### config.mk
export PLATFORM = sky130hd
export DESIGN_NAME = load_store_unit
export DESIGN_NICKNAME = d
export VERILOG_FILES = /design/src/rtl/load_store_unit.sv
export SDC_FILE = /design/constraint.sdc
export NUM_CORES = 1
export LEC_CHECK = 0
export ABC_AREA = 0
export BUFFER_PORTS_ARGS = -buffer_cell sky130_fd_sc_hd__buf_2
export CORE_ASPECT_RATIO = 0.75
export CORE_MARGIN = 1
export CORE_UTILIZATION = 45
export DETAILED_ROUTE_END_ITERATION = 12
export GPL_TIMING_DRIVEN = 0
export HOLD_SLACK_MARGIN = 0.12
export PLACE_DENSITY = 0.72
export SYNTH_ARGS = -nofsm -noshare
export SYNTH_HDL_FRONTEND = slang
export SYNTH_SLANG_ARGS = --single-unit
### constraint.sdc
create_clock -name clock -period 3.5 [get_ports clock]
set_input_delay 0.525 -clock clock [delete_from_list [all_inputs] [get_ports clock]]
set_output_delay 0.525 -clock clock [all_outputs]
set_load 0.02 [all_outputs]
### src/rtl/load_store_unit.sv
// load_store_unit
// ---------------
// Sub-word load/store sequencer placed in front of a word-wide data memory.
// It takes one byte, halfword or word load/store from the execute stage and
// issues only word-aligned memory accesses. SB/SH are done as
// read-modify-write. Load results are sign- or zero-extended.
// Only one request is in flight at a time.
//
// Ports
//   clock, reset_n           rising-edge clock, asynchronous active-low reset
//   iLoad, iStore            request strobes, sampled while oReady=1
//   iFunct3                  RV32I width/sign code (LB/LH/LW/LBU/LHU, SB/SH/SW)
//   iAddress, iWData         byte address and store data
//   oReady                   unit idle and accepting a request
//   oDone, oError            one-cycle completion pulse; error qualifies it
//   oRData                   extended load data, held until the next load
//   oMemAddress, oMemData    word-aligned address and write data to memory
//   oMemWrite, oMemRead      single-cycle memory strobes (all registered)
//   iMemData                 memory read data, valid one cycle after the read
module load_store_unit (
  input  logic        clock,
  input  logic        reset_n,
  input  logic        iLoad,
  input  logic        iStore,
  input  logic [2:0]  iFunct3,
  input  logic [31:0] iAddress,
  input  logic [31:0] iWData,
  output logic        oReady,
  output logic        oDone,
  output logic        oError,
  output logic [31:0] oRData,
  output logic [31:0] oMemAddress,
  output logic [31:0] oMemData,
  output logic        oMemWrite,
  output logic        oMemRead,
  input  logic [31:0] iMemData
);

  typedef enum logic [1:0] {
    S_IDLE  = 2'd0,
    S_READ  = 2'd1,
    S_WAIT  = 2'd2,
    S_WRITE = 2'd3
  } state_t;

  state_t      state_q, state_d;
  logic [1:0]  lane_q, lane_d;
  logic [2:0]  funct3_q, funct3_d;
  logic        store_q, store_d;
  logic [15:0] wdata_q, wdata_d;
  logic [31:0] rdata_q, rdata_d;
  logic [31:0] mem_addr_q, mem_addr_d;
  logic [31:0] mem_data_q, mem_data_d;
  logic        mem_write_q, mem_write_d;
  logic        mem_read_q, mem_read_d;
  logic        done_q, done_d;
  logic        error_q, error_d;

  // Reject a request when both strobes are high, when funct3 is not a legal
  // width for the access type, or when the address is not aligned to it.
  function automatic logic req_error(input logic       ld,
                                     input logic       st,
                                     input logic [2:0] f3,
                                     input logic [1:0] a);
    logic bad;
    bad = 1'b0;
    if (ld && st) begin
      bad = 1'b1;
    end else if (ld) begin
      case (f3)
        3'd0, 3'd4: bad = 1'b0;
        3'd1, 3'd5: bad = a[0];
        3'd2:       bad = (a != 2'd0);
        default:    bad = 1'b1;
      endcase
    end else begin
      case (f3)
        3'd0:    bad = 1'b0;
        3'd1:    bad = a[0];
        3'd2:    bad = (a != 2'd0);
        default: bad = 1'b1;
      endcase
    end
    return bad;
  endfunction

  // Pick the addressed lane of a little-endian word and extend it to 32 bits.
  function automatic logic [31:0] load_extend(input logic [31:0] word,
                                              input logic [2:0]  f3,
                                              input logic [1:0]  lane);
    logic [31:0] sh;
    logic [31:0] res;
    sh = word >> {lane, 3'b000};
    case (f3)
      3'd0:    res = {{24{sh[7]}}, sh[7:0]};
      3'd1:    res = {{16{sh[15]}}, sh[15:0]};
      3'd4:    res = {24'h0, sh[7:0]};
      3'd5:    res = {16'h0, sh[15:0]};
      default: res = word;
    endcase
    return res;
  endfunction

  // Replace the addressed byte/half lane of the word read back from memory.
  function automatic logic [31:0] store_merge(input logic [31:0] word,
                                              input logic [15:0] wd,
                                              input logic [2:0]  f3,
                                              input logic [1:0]  lane);
    logic [31:0] mask;
    logic [31:0] data;
    if (f3 == 3'd0) begin
      mask = 32'h0000_00FF << {lane, 3'b000};
      data = {24'h0, wd[7:0]} << {lane, 3'b000};
    end else begin
      mask = 32'h0000_FFFF << {lane, 3'b000};
      data = {16'h0, wd} << {lane, 3'b000};
    end
    return (word & ~mask) | (data & mask);
  endfunction

  always_comb begin
    state_d     = state_q;
    lane_d      = lane_q;
    funct3_d    = funct3_q;
    store_d     = store_q;
    wdata_d     = wdata_q;
    rdata_d     = rdata_q;
    mem_addr_d  = mem_addr_q;
    mem_data_d  = mem_data_q;
    mem_write_d = 1'b0;
    mem_read_d  = 1'b0;
    done_d      = 1'b0;
    error_d     = 1'b0;

    case (state_q)
      S_IDLE: begin
        if (iLoad || iStore) begin
          lane_d     = iAddress[1:0];
          funct3_d   = iFunct3;
          store_d    = iStore;
          wdata_d    = iWData[15:0];
          mem_addr_d = {iAddress[31:2], 2'b00};
          if (req_error(iLoad, iStore, iFunct3, iAddress[1:0])) begin
            done_d  = 1'b1;
            error_d = 1'b1;
          end else if (iStore && (iFunct3 == 3'd2)) begin
            // Full-word store needs no read-back.
            mem_write_d = 1'b1;
            mem_data_d  = iWData;
            state_d     = S_WRITE;
          end else begin
            // Loads and sub-word stores both start with a word read.
            mem_read_d = 1'b1;
            state_d    = S_READ;
          end
        end
      end
      S_READ: begin
        // Memory samples the read strobe here; data arrives next cycle.
        state_d = S_WAIT;
      end
      S_WAIT: begin
        if (store_q) begin
          mem_data_d  = store_merge(iMemData, wdata_q, funct3_q, lane_q);
          mem_write_d = 1'b1;
          state_d     = S_WRITE;
        end else begin
          rdata_d = load_extend(iMemData, funct3_q, lane_q);
          done_d  = 1'b1;
          state_d = S_IDLE;
        end
      end
      S_WRITE: begin
        done_d  = 1'b1;
        state_d = S_IDLE;
      end
      default: state_d = S_IDLE;
    endcase
  end

  always_ff @(posedge clock or negedge reset_n) begin
    if (!reset_n) begin
      state_q     <= S_IDLE;
      lane_q      <= 2'd0;
      funct3_q    <= 3'd0;
      store_q     <= 1'b0;
      wdata_q     <= 16'h0;
      rdata_q     <= 32'h0;
      mem_addr_q  <= 32'h0;
      mem_data_q  <= 32'h0;
      mem_write_q <= 1'b0;
      mem_read_q  <= 1'b0;
      done_q      <= 1'b0;
      error_q     <= 1'b0;
    end else begin
      state_q     <= state_d;
      lane_q      <= lane_d;
      funct3_q    <= funct3_d;
      store_q     <= store_d;
      wdata_q     <= wdata_d;
      rdata_q     <= rdata_d;
      mem_addr_q  <= mem_addr_d;
      mem_data_q  <= mem_data_d;
      mem_write_q <= mem_write_d;
      mem_read_q  <= mem_read_d;
      done_q      <= done_d;
      error_q     <= error_d;
    end
  end

  assign oReady      = (state_q == S_IDLE);
  assign oDone       = done_q;
  assign oError      = error_q;
  assign oRData      = rdata_q;
  assign oMemAddress = mem_addr_q;
  assign oMemData    = mem_data_q;
  assign oMemWrite   = mem_write_q;
  assign oMemRead    = mem_read_q;

endmodule

* Word-level counts from Yosys, hierarchy flattened
Cells that the tools add are included.
Cells by class: shift-type cells 5, equality and inequality tests 14, bitwise gates (word level) 5, multiplexer cells 37, reductions and logical operators 14
Operators with widths (number):
- $mux W32 | 10
- $pmux W32 S4 | 1
- $and A32 B32 Y32 | 2
- $pmux W32 S2 | 1
- $not A32 Y32 | 1
- $or A32 B32 Y32 | 1
- $shl A16 B5 Y32 | 1
- $shl A16 B5 Y32 const A | 1
- $shl A8 B5 Y32 | 1
- $shl A8 B5 Y32 const A | 1
- $shr A32 B5 Y16 | 1
- $mux W1 | 16
- $eq A3 B3 Y1 const B | 4
- $pmux W1 S3 | 3
- $mux W2 | 4
- $pmux W2 S4 | 1
- $eq A3 B1 Y1 const B | 2
- $logic_not A3 Y1 | 2
- $reduce_and A2 Y1 | 3
- $reduce_and A5 Y1 | 1
- $eq A2 B2 Y1 const B | 2
- $ne A2 B1 Y1 const B | 2
- $ne A2 B2 Y1 const B | 2
- $reduce_bool A2 Y1 | 2
- 8 further kinds | 10
Word-level totals: logic and storage cells 87, input bits 103, output and inout bits 101, flip-flop bits (word level) 122

* Depth between registers and ports, before layout
Gate-level depths: netlist of run 1.
depth in word-level cells 10, depth in mapped cells 8

* Worst setup path before layout of run 1
Ideal clock, no wire load.
kind input to register, start point input port iFunct3[2], end point register mem_data_q[7], in the netlist oMemData[7], path buffers 2, stages on the path 7, arrival time 1.825 ns, path slack 1.550 ns, cell sequence and4bb_4 -> a32oi_4 -> or2_1 -> buf_6 -> inv_6 -> buf_6 -> mux2_4
Between the ends: longest elaborated chain between the ends 9
RTL lines:
- from (decl) | line 25 | input logic [2:0] iFunct3,
- $eq A3 B1 Y1 (tied with other cells) | line 70, 77
- $reduce_or A2 Y1 | line 70 | case (f3)
- $pmux W1 S3 | line 70
- $mux W1 | line 69 | end else if (ld) begin
- $mux W1 | line 67 | if (ld && st) begin
- $mux W1 | line 137 | if (iLoad || iStore) begin
- $mux W1 | line 135 | case (state_q)
- $ne A2 B2 Y1 (no line)
- $reduce_and A5 Y1 (no line) *
- to (signal assigned) | line 203 | mem_data_q <= mem_data_d;
- to (decl) | line 53 | logic [31:0] mem_data_q, mem_data_d;
Mark *: on every way between the ends. The rest lies on a longest branch, timed or not. The select of a mux whose other input is x is not followed. A chain may end at the register's enable or synchronous reset.

* Worst setup path in the final report of run 1
start point register state_q[0], end point output port oReady
Between the ends: longest elaborated chain between the ends 1
RTL lines:
- from (decl) | line 46 | state_t state_q, state_d;
- from (signal assigned) | line 196 | state_q <= state_d;
- $logic_not A2 Y1 | line 211 | assign oReady = (state_q == S_IDLE);
- to (decl) | line 28 | output logic oReady,
Every way passes these cells.

==> results of run 1 <==
what timing repair did:
item / 4_1_cts / 5_1_grt
hold endpoints to repair: 51 / 0
hold buffers: 1 / 0
gates resized for setup: 0 / 0
synthesized netlist by cell type, types with 2 or more instances:
master | instances | share of area
nand2_1 | 188 | 0.11
dfrtp_1 | 122 | 0.49
nor2_1 | 51 | 0.031
o21ai_0 | 48 | 0.039
mux2i_1 | 33 | 0.053
nand3_1 | 33 | 0.027
clkbuf_1 | 32 | 0.019
a221oi_1 | 18 | 0.025
o31ai_1 | 16 | 0.019
a2bb2oi_1 | 14 | 0.020
buf_2 | 13 | 0.010
nand3b_1 | 10 | 0.012
a31oi_1 | 9 | 0.0090
o22ai_1 | 9 | 0.0090
a2111oi_0 | 7 | 0.0098
mux2_2 | 7 | 0.013
nor4b_1 | 7 | 0.0098
a211oi_1 | 6 | 0.0072
inv_1 | 6 | 0.0036
nand2b_1 | 6 | 0.0060
a21oi_1 | 5 | 0.0040
buf_1 | 5 | 0.0030
buf_4 | 5 | 0.0060
nor3b_1 | 5 | 0.0060
or2_2 | 4 | 0.0040
buf_6 | 3 | 0.0054
and2_0 | 2 | 0.0020
nor2b_1 | 2 | 0.0020
o221ai_1 | 2 | 0.0028
or3b_2 | 2 | 0.0028
area by class of cell:
class,count,area [um^2],area share
clock inverters,14,206,0.0254
well taps,171,214,0.0263
multi-input cells,505,2870,0.353
plain buffers,58,275,0.0338
flip-flops and latches,122,3050,0.375
clock buffers,18,439,0.0540
inverters,7,31.3,0.00384
repair buffers,203,1050,0.129
sequential cells by signal (all words and copies together), names as in the netlist, 2 cells and up:
register / cells
oMemData: 32
oRData: 32
oMemAddress: 30
wdata_q: 16
funct3_q: 3
lane_q: 2
state_q: 2
worst max path at each step:
| stage | depth (start not counted) | to | startpoint | slack [ns] |
|---|---|---|---|---|
| floorplan | 7 | oMemData[7] | iFunct3[2] | 1.55 |
| global placement | 1 | oMemAddress[16] | reset_n | 0.35 |
| detailed placement | 8 | oMemData[7] | iFunct3[2] | 1.25 |
| CTS | 3 | oReady | state_q[0] | 1.42 |
| global route | 7 | oRData[17] | state_q[0] | 1.31 |
| finish | 3 | oReady | state_q[0] | 1.41 |
metrics by stage:
step / hold slack [ns] / setup slack [ns] / total power (uW) / cells
after floorplan: 0.229 / 1.55 / 5380 / 692
after global placement: 0.457 / 0.353 / 6750 / 1064
after detailed placement: 0.460 / 1.25 / 6830 / 1065
after CTS: 0.281 / 1.42 / 8780 / 1098
after global routing: 0.288 / 1.31 / 9340 / 1098
final: 0.295 / 1.41 / 8790 / 1098
critical path, stage by stage, from the launching register on:
cell	delay, ns
dfrtp_1	0.40
buf_2	0.19
nor2_1	0.31
buf_2	0.25
kinds of logic after synthesis:
| family | synth area share |
|---|---|
| compound gates | 0.162 |
| xor+xnor | 0.00141 |
| buf+inv | 0.0492 |
| flops | 0.490 |
| mux | 0.0681 |
| other cells | 0.000602 |
| simple gates | 0.228 |
layer usage:
layer / vias up / GRT usage
met3: 32 / 0.0770
met5: - / 0
met1: 2985 / 0.427
li1: 2864 / -
met2: 293 / 0.431
met4: 0 / 0.0947
placed cells by master (no fill, tap or decap), types with 10 or more instances in the layout:
cell type  instances
clkbuf_16         17
nand2_1          188
a221oi_1          18
nand3b_1          10
o21ai_0           48
a2bb2oi_1         14
o31ai_1           16
mux2i_1           33
clkbuf_1          32
nand3_1           33
dfrtp_1          122
buf_2            213
nor2_1            51
power by group through the flow:
stage / clock (uW) / combinational [uW] / sequential (uW)
CTS: 1950 / 4270 / 2560
detailed placement: 0 / 4260 / 2560
floorplan: 0 / 2220 / 3160
global placement: 0 / 4180 / 2570
global route: 2010 / 4690 / 2650
finish: 1930 / 4290 / 2580
==> run metrics, run 1 <==
Net Sw Frac 0.450; unrepaired setup endpoints after global routing false; status complete, no violations; DRT Pass-1 Iters 4; Core Util, Final 0.615; global placer's final weighted congestion 0.918; min cycle time layout 2.09 ns; PwrDens 1080 nW/um^2; first-pass GRT wire length 31.8 mm; Fillers 1182; crit path kind register to output pin; Psw 3960 uW; number of global-route vias before repair 5912; die height 104 um; hold path startpoint iAddress[28]; # port buffers 201; actual slew at the worst max-slew pin 0.634 ns; Yosys cell types 51; Post-CTS Repair Setup Buffers 0; Post-Syn Area per Cell 9.01 um^2; WL met2 8.91 mm; Reg clk slew, reported paths 0.06 ns; post-DP HPWL 15.5 mm; Hold Path Cell Cnt 3; FF+latch count, synth 122; drt wl/cell 18.6 um; post-synthesis sequential area ratio 0.490; Worst-Skew Late Latency 0.42 ns; GR Overflow Total 0; sink of the worst hold path oMemAddress[28]; element type at the critical path start register; IO Count 204; clock buffer count from CTS 17; Worst EP arrival 1.56 ns; top layer in use met4; DR vias 6174; fin crit share 0.596; layout cell share with drive strength beyond 1 0.299; Max-Cap Viols 0; critical-path maximum fanout 10; # DRC 0; R2R cell count 7; FF-to-FF setup slack 1.44 ns; Seq pwr share 0.293; Area Overhead vs Synth 30.7%; final hold viol count 0; share of flip-flops with an asynchronous set or reset 1.00; terminus of the critical flop-to-flop path oRData[24]; Synth Instances 691; Die W 138 um; R2R Path Start state_q[1]; Ant. Diodes 0; Rel. slew slack 0.575; combinational power share 0.488; Setup TNS 0 ns; met3 WL 1.83 mm; final instance area 8140 um^2; Max Root-Sink Buffers 2; Die ar. 14300 um^2; VDD IR max 0.528 mV; initial antenna violation count 0; DRT iter0 DRCs 484; Peak Freq 0.479 GHz; worst clock skew 0.00781 ns; Max H-tree Level 4; Antenna Nets Post-Route 0; Leak 0.00406 uW; pin count of the biggest net entering global routing 72; # rows 36; Synth warnings 0; Core Region 13200 um^2; Pint 4830 uW; ys flop type dfrtp_1; max-slew violation count 0; Post-synth EDFFs 0; M1 WL 9.31 mm; WP data required 2.97 ns; CTS Sinks 122; HP Class primary input to register; final number of setup-violating endpoints 0; GR Util All Layers 0.296; DR vias/cell 5.62; Netlist Area Pre-Place 6220 um^2; initial core utilization 0.470; Clk pwr share 0.219; root buffer cell clkbuf_16; placed cell area 7480 um^2; final WL 20.4 mm; CTS tree done; Final #Nets 1017; crit path capture type output pin
Power figures use the tool's default switching activity.
==> run 2, diff against run 1 <==
--- a/config.mk
+++ b/config.mk
@@ -13,7 +13,7 @@
 export DETAILED_ROUTE_END_ITERATION = 12
 export GPL_TIMING_DRIVEN = 0
 export HOLD_SLACK_MARGIN = 0.12
-export PLACE_DENSITY = 0.72
+export PLACE_DENSITY = 0.75
 export SYNTH_ARGS = -nofsm -noshare
 export SYNTH_HDL_FRONTEND = slang
 export SYNTH_SLANG_ARGS = --single-unit
==> constraint.sdc (replaced) <==
create_clock -name clock -period 1.9 [get_ports clock]
set_input_delay 0.285 -clock clock [delete_from_list [all_inputs] [get_ports clock]]
set_output_delay 0.285 -clock clock [all_outputs]
set_load 0.02 [all_outputs]
==> run 2 against run 1 <==
- the run now ends with negative setup slack left
- die area did not move
- clock power up 79%
- routed wire length grew 6.5%
- non-clock buffer count is 53 higher
- critical path depth is 4 higher
- utilization grew 4.7 points
- cell count increased by 4.8%
- combinational power rose by 94%
- total power increased by 88%
- clock skew fell by 0.0019 ns
- final area up 7.6%
- sequential power is 84% higher
==> run metrics, run 2 (synthesis gave the netlist of run 1 again) <==
IO Count 204 (unchanged); Antenna Nets Post-Route 0 (unchanged); Core Region 13200 um^2 (unchanged); Slowest cell on crit path a221oi_1; PwrDens 1890 nW/um^2 (+75%); FF-to-FF setup slack -0.03 ns (-1.47 ns); Peak Freq 0.519 GHz; Die ar. 14300 um^2 (unchanged); R2R Path Start funct3_q[1]; # DRC 0 (unchanged); Final Power 16500 uW (+88%); HP Class primary input to register; global placer's final weighted congestion 0.965 (+5.2%); DRT Pass-1 Iters 5 (+1); Max H-tree Level 4 (unchanged); DR vias 6477 (+4.9%); DRT iter0 DRCs 564 (+17%); Reg clk slew, reported paths 0.05 ns (about the same); # port buffers 201 (unchanged); WP data required 2.18 ns (-0.79 ns); layout cell share with drive strength beyond 1 0.319 (+0.0206); Leak 0.00434 uW (+7.0%); worst clock skew 0.00592 ns (-0.00189 ns); final number of setup-violating endpoints 2 (+2); max-slew violation count 0 (unchanged); Hold Path Cell Cnt 3 (unchanged); Area Overhead vs Synth 40.7%; Worst Slack Setup Final -0.0286 ns (-1.44 ns); status finished, violations left; fin crit share 1.02; Final #Nets 1070 (+5.2%); GR Util All Layers 0.304 (+0.00808); final WL 21.7 mm (+6.5%); unrepaired setup endpoints after global routing true; VDD IR max 1.13 mV (+110%); crit-path leading delay family compound AO/OA/AOI/OAI gates; Die W 138 um (unchanged); fin cells 1151 (+4.8%); DR vias/cell 5.63 (about the same); sink of the worst hold path funct3_q[0]; pin count of the biggest net entering global routing 70 (-2.8%); post-DP HPWL 15.3 mm (-1.3%); Hold WS 0.150 ns (-0.146 ns); root buffer cell clkbuf_16; Rel. slew slack 0.640 (+0.0647); min cycle time layout 1.93 ns; failing checks negative setup slack; initial antenna violation count 1 (+1); R2R cell count 7 (unchanged); Max Root-Sink Buffers 2 (unchanged); Ant. Diodes 0 (unchanged); final hold viol count 0 (unchanged); commonest non-fill, non-tap cell in the layout buf_2; Worst-Skew Late Latency 0.41 ns (about the same); actual slew at the worst max-slew pin 0.541 ns (-0.0932 ns); post-placement cell count 1065 (unchanged); Max-Cap Viols 0 (unchanged); element type at the critical path start register; critical-path maximum fanout 8 (-2); GR Overflow Total 0 (unchanged); crit-path cells buf_2 -> nor4_4 -> buf_4 -> or2_2 -> buf_2 -> a221oi_1 -> o31ai_1; terminus of the critical flop-to-flop path oMemData[14]; crit-path most repeated cell buf_2; Fillers 1063 (-10%); first-pass GRT wire length 32.9 mm (+3.5%); most frequent cells in the layout buf_2, nand2_1, dfrtp_1; crit path capture type register; CTS tree done; initial core utilization 0.470 (unchanged); max incr delay on CP 0.45 ns (+0.05 ns); drt wl/cell 18.9 um (+1.6%); WP buf/inv 3 (+1); Worst EP arrival 2.21 ns (+0.65 ns); crit path kind register to register; CTS Sinks 122 (unchanged); # rows 36 (unchanged); number of global-route vias before repair 6244 (+5.6%); hold path startpoint iFunct3[0]; die height 104 um (unchanged); clock buffer count from CTS 17 (unchanged)
[run 2: how the worst max path moves through the flow]
stage	startpoint	end	slack, ns	cells past startpoint
floorplan	state_q[1]	oMemData[7]	0.12	8
global placement	reset_n	oMemAddress[19]	-1.06	1
detailed placement	lane_q[1]	oRData[14]	-0.15	5
CTS	state_q[1]	oMemData[7]	0.004	8
global route	funct3_q[1]	oMemData[14]	-0.10	7
finish	funct3_q[1]	oMemData[14]	-0.03	7
[run 2: final cells by class]
cell class | instances | area (um^2) | share of cell area
plain buffers | 57 | 309 | 0.0353
clock buffers | 20 | 457 | 0.0522
clock inverters | 12 | 170 | 0.0194
inverters | 7 | 31.3 | 0.00357
multi-input cells | 505 | 2950 | 0.337
flip-flops and latches | 122 | 3060 | 0.349
well taps | 171 | 214 | 0.0244
repair buffers | 257 | 1570 | 0.180
[run 2: repair_timing]
| item | CTS | global route |
|---|---|---|
| endpoints found under the hold margin | 100 | 0 |
| resized for setup | 12 | 42 |
| setup endpoints to repair | 66 | 92 |
| setup buffers | 1 | 6 |
| pin swaps | 1 | 3 |
| hold buffers | 48 | 0 |
[run 2: per-layer routing]
metal | part of all wire | global-route usage | up-vias
met2 | 0.45 | 0.463 | 363
met1 | 0.44 | 0.422 | 3108
met3 | 0.10 | 0.0848 | 29
met4 | 0.015 | 0.0854 | 0
met5 | 0 | 0 | -
li1 | - | - | 2977
[run 2: power by group]
part | switching (uW) | internal [uW] | total (uW) | leakage (uW)
clock | 1190 | 2260 | 3450 | 0.000310
sequential | 873 | 3880 | 4760 | 0.00148
combinational | 5330 | 3000 | 8340 | 0.00255
total | 7400 | 9150 | 16500 | 0.00434
[run 2: metrics by stage]
| step | util | setup WS, ns | setup TNS (ns) | cell area, um^2 |
|---|---|---|---|---|
| floorplan | - | 0.122 | 0 | 6230 |
| global placement | 0.562 | -1.06 | -129.81 | 7450 |
| detailed placement | 0.565 | -0.145 | -2.55 | 7480 |
| CTS | 0.651 | 0.00356 | 0 | 8630 |
| global route | 0.661 | -0.101 | -0.763 | 8760 |
| finish | 0.661 | -0.0286 | -0.0561 | 8760 |
[run 2: worst register-to-register path: stages (launching register included)]
cell and delay, ns:
dfrtp_1 0.31, buf_2 0.24, nor4_4 0.08, buf_4 0.14
or2_2 0.26, buf_2 0.17, a221oi_1 0.45, o31ai_1 0.14
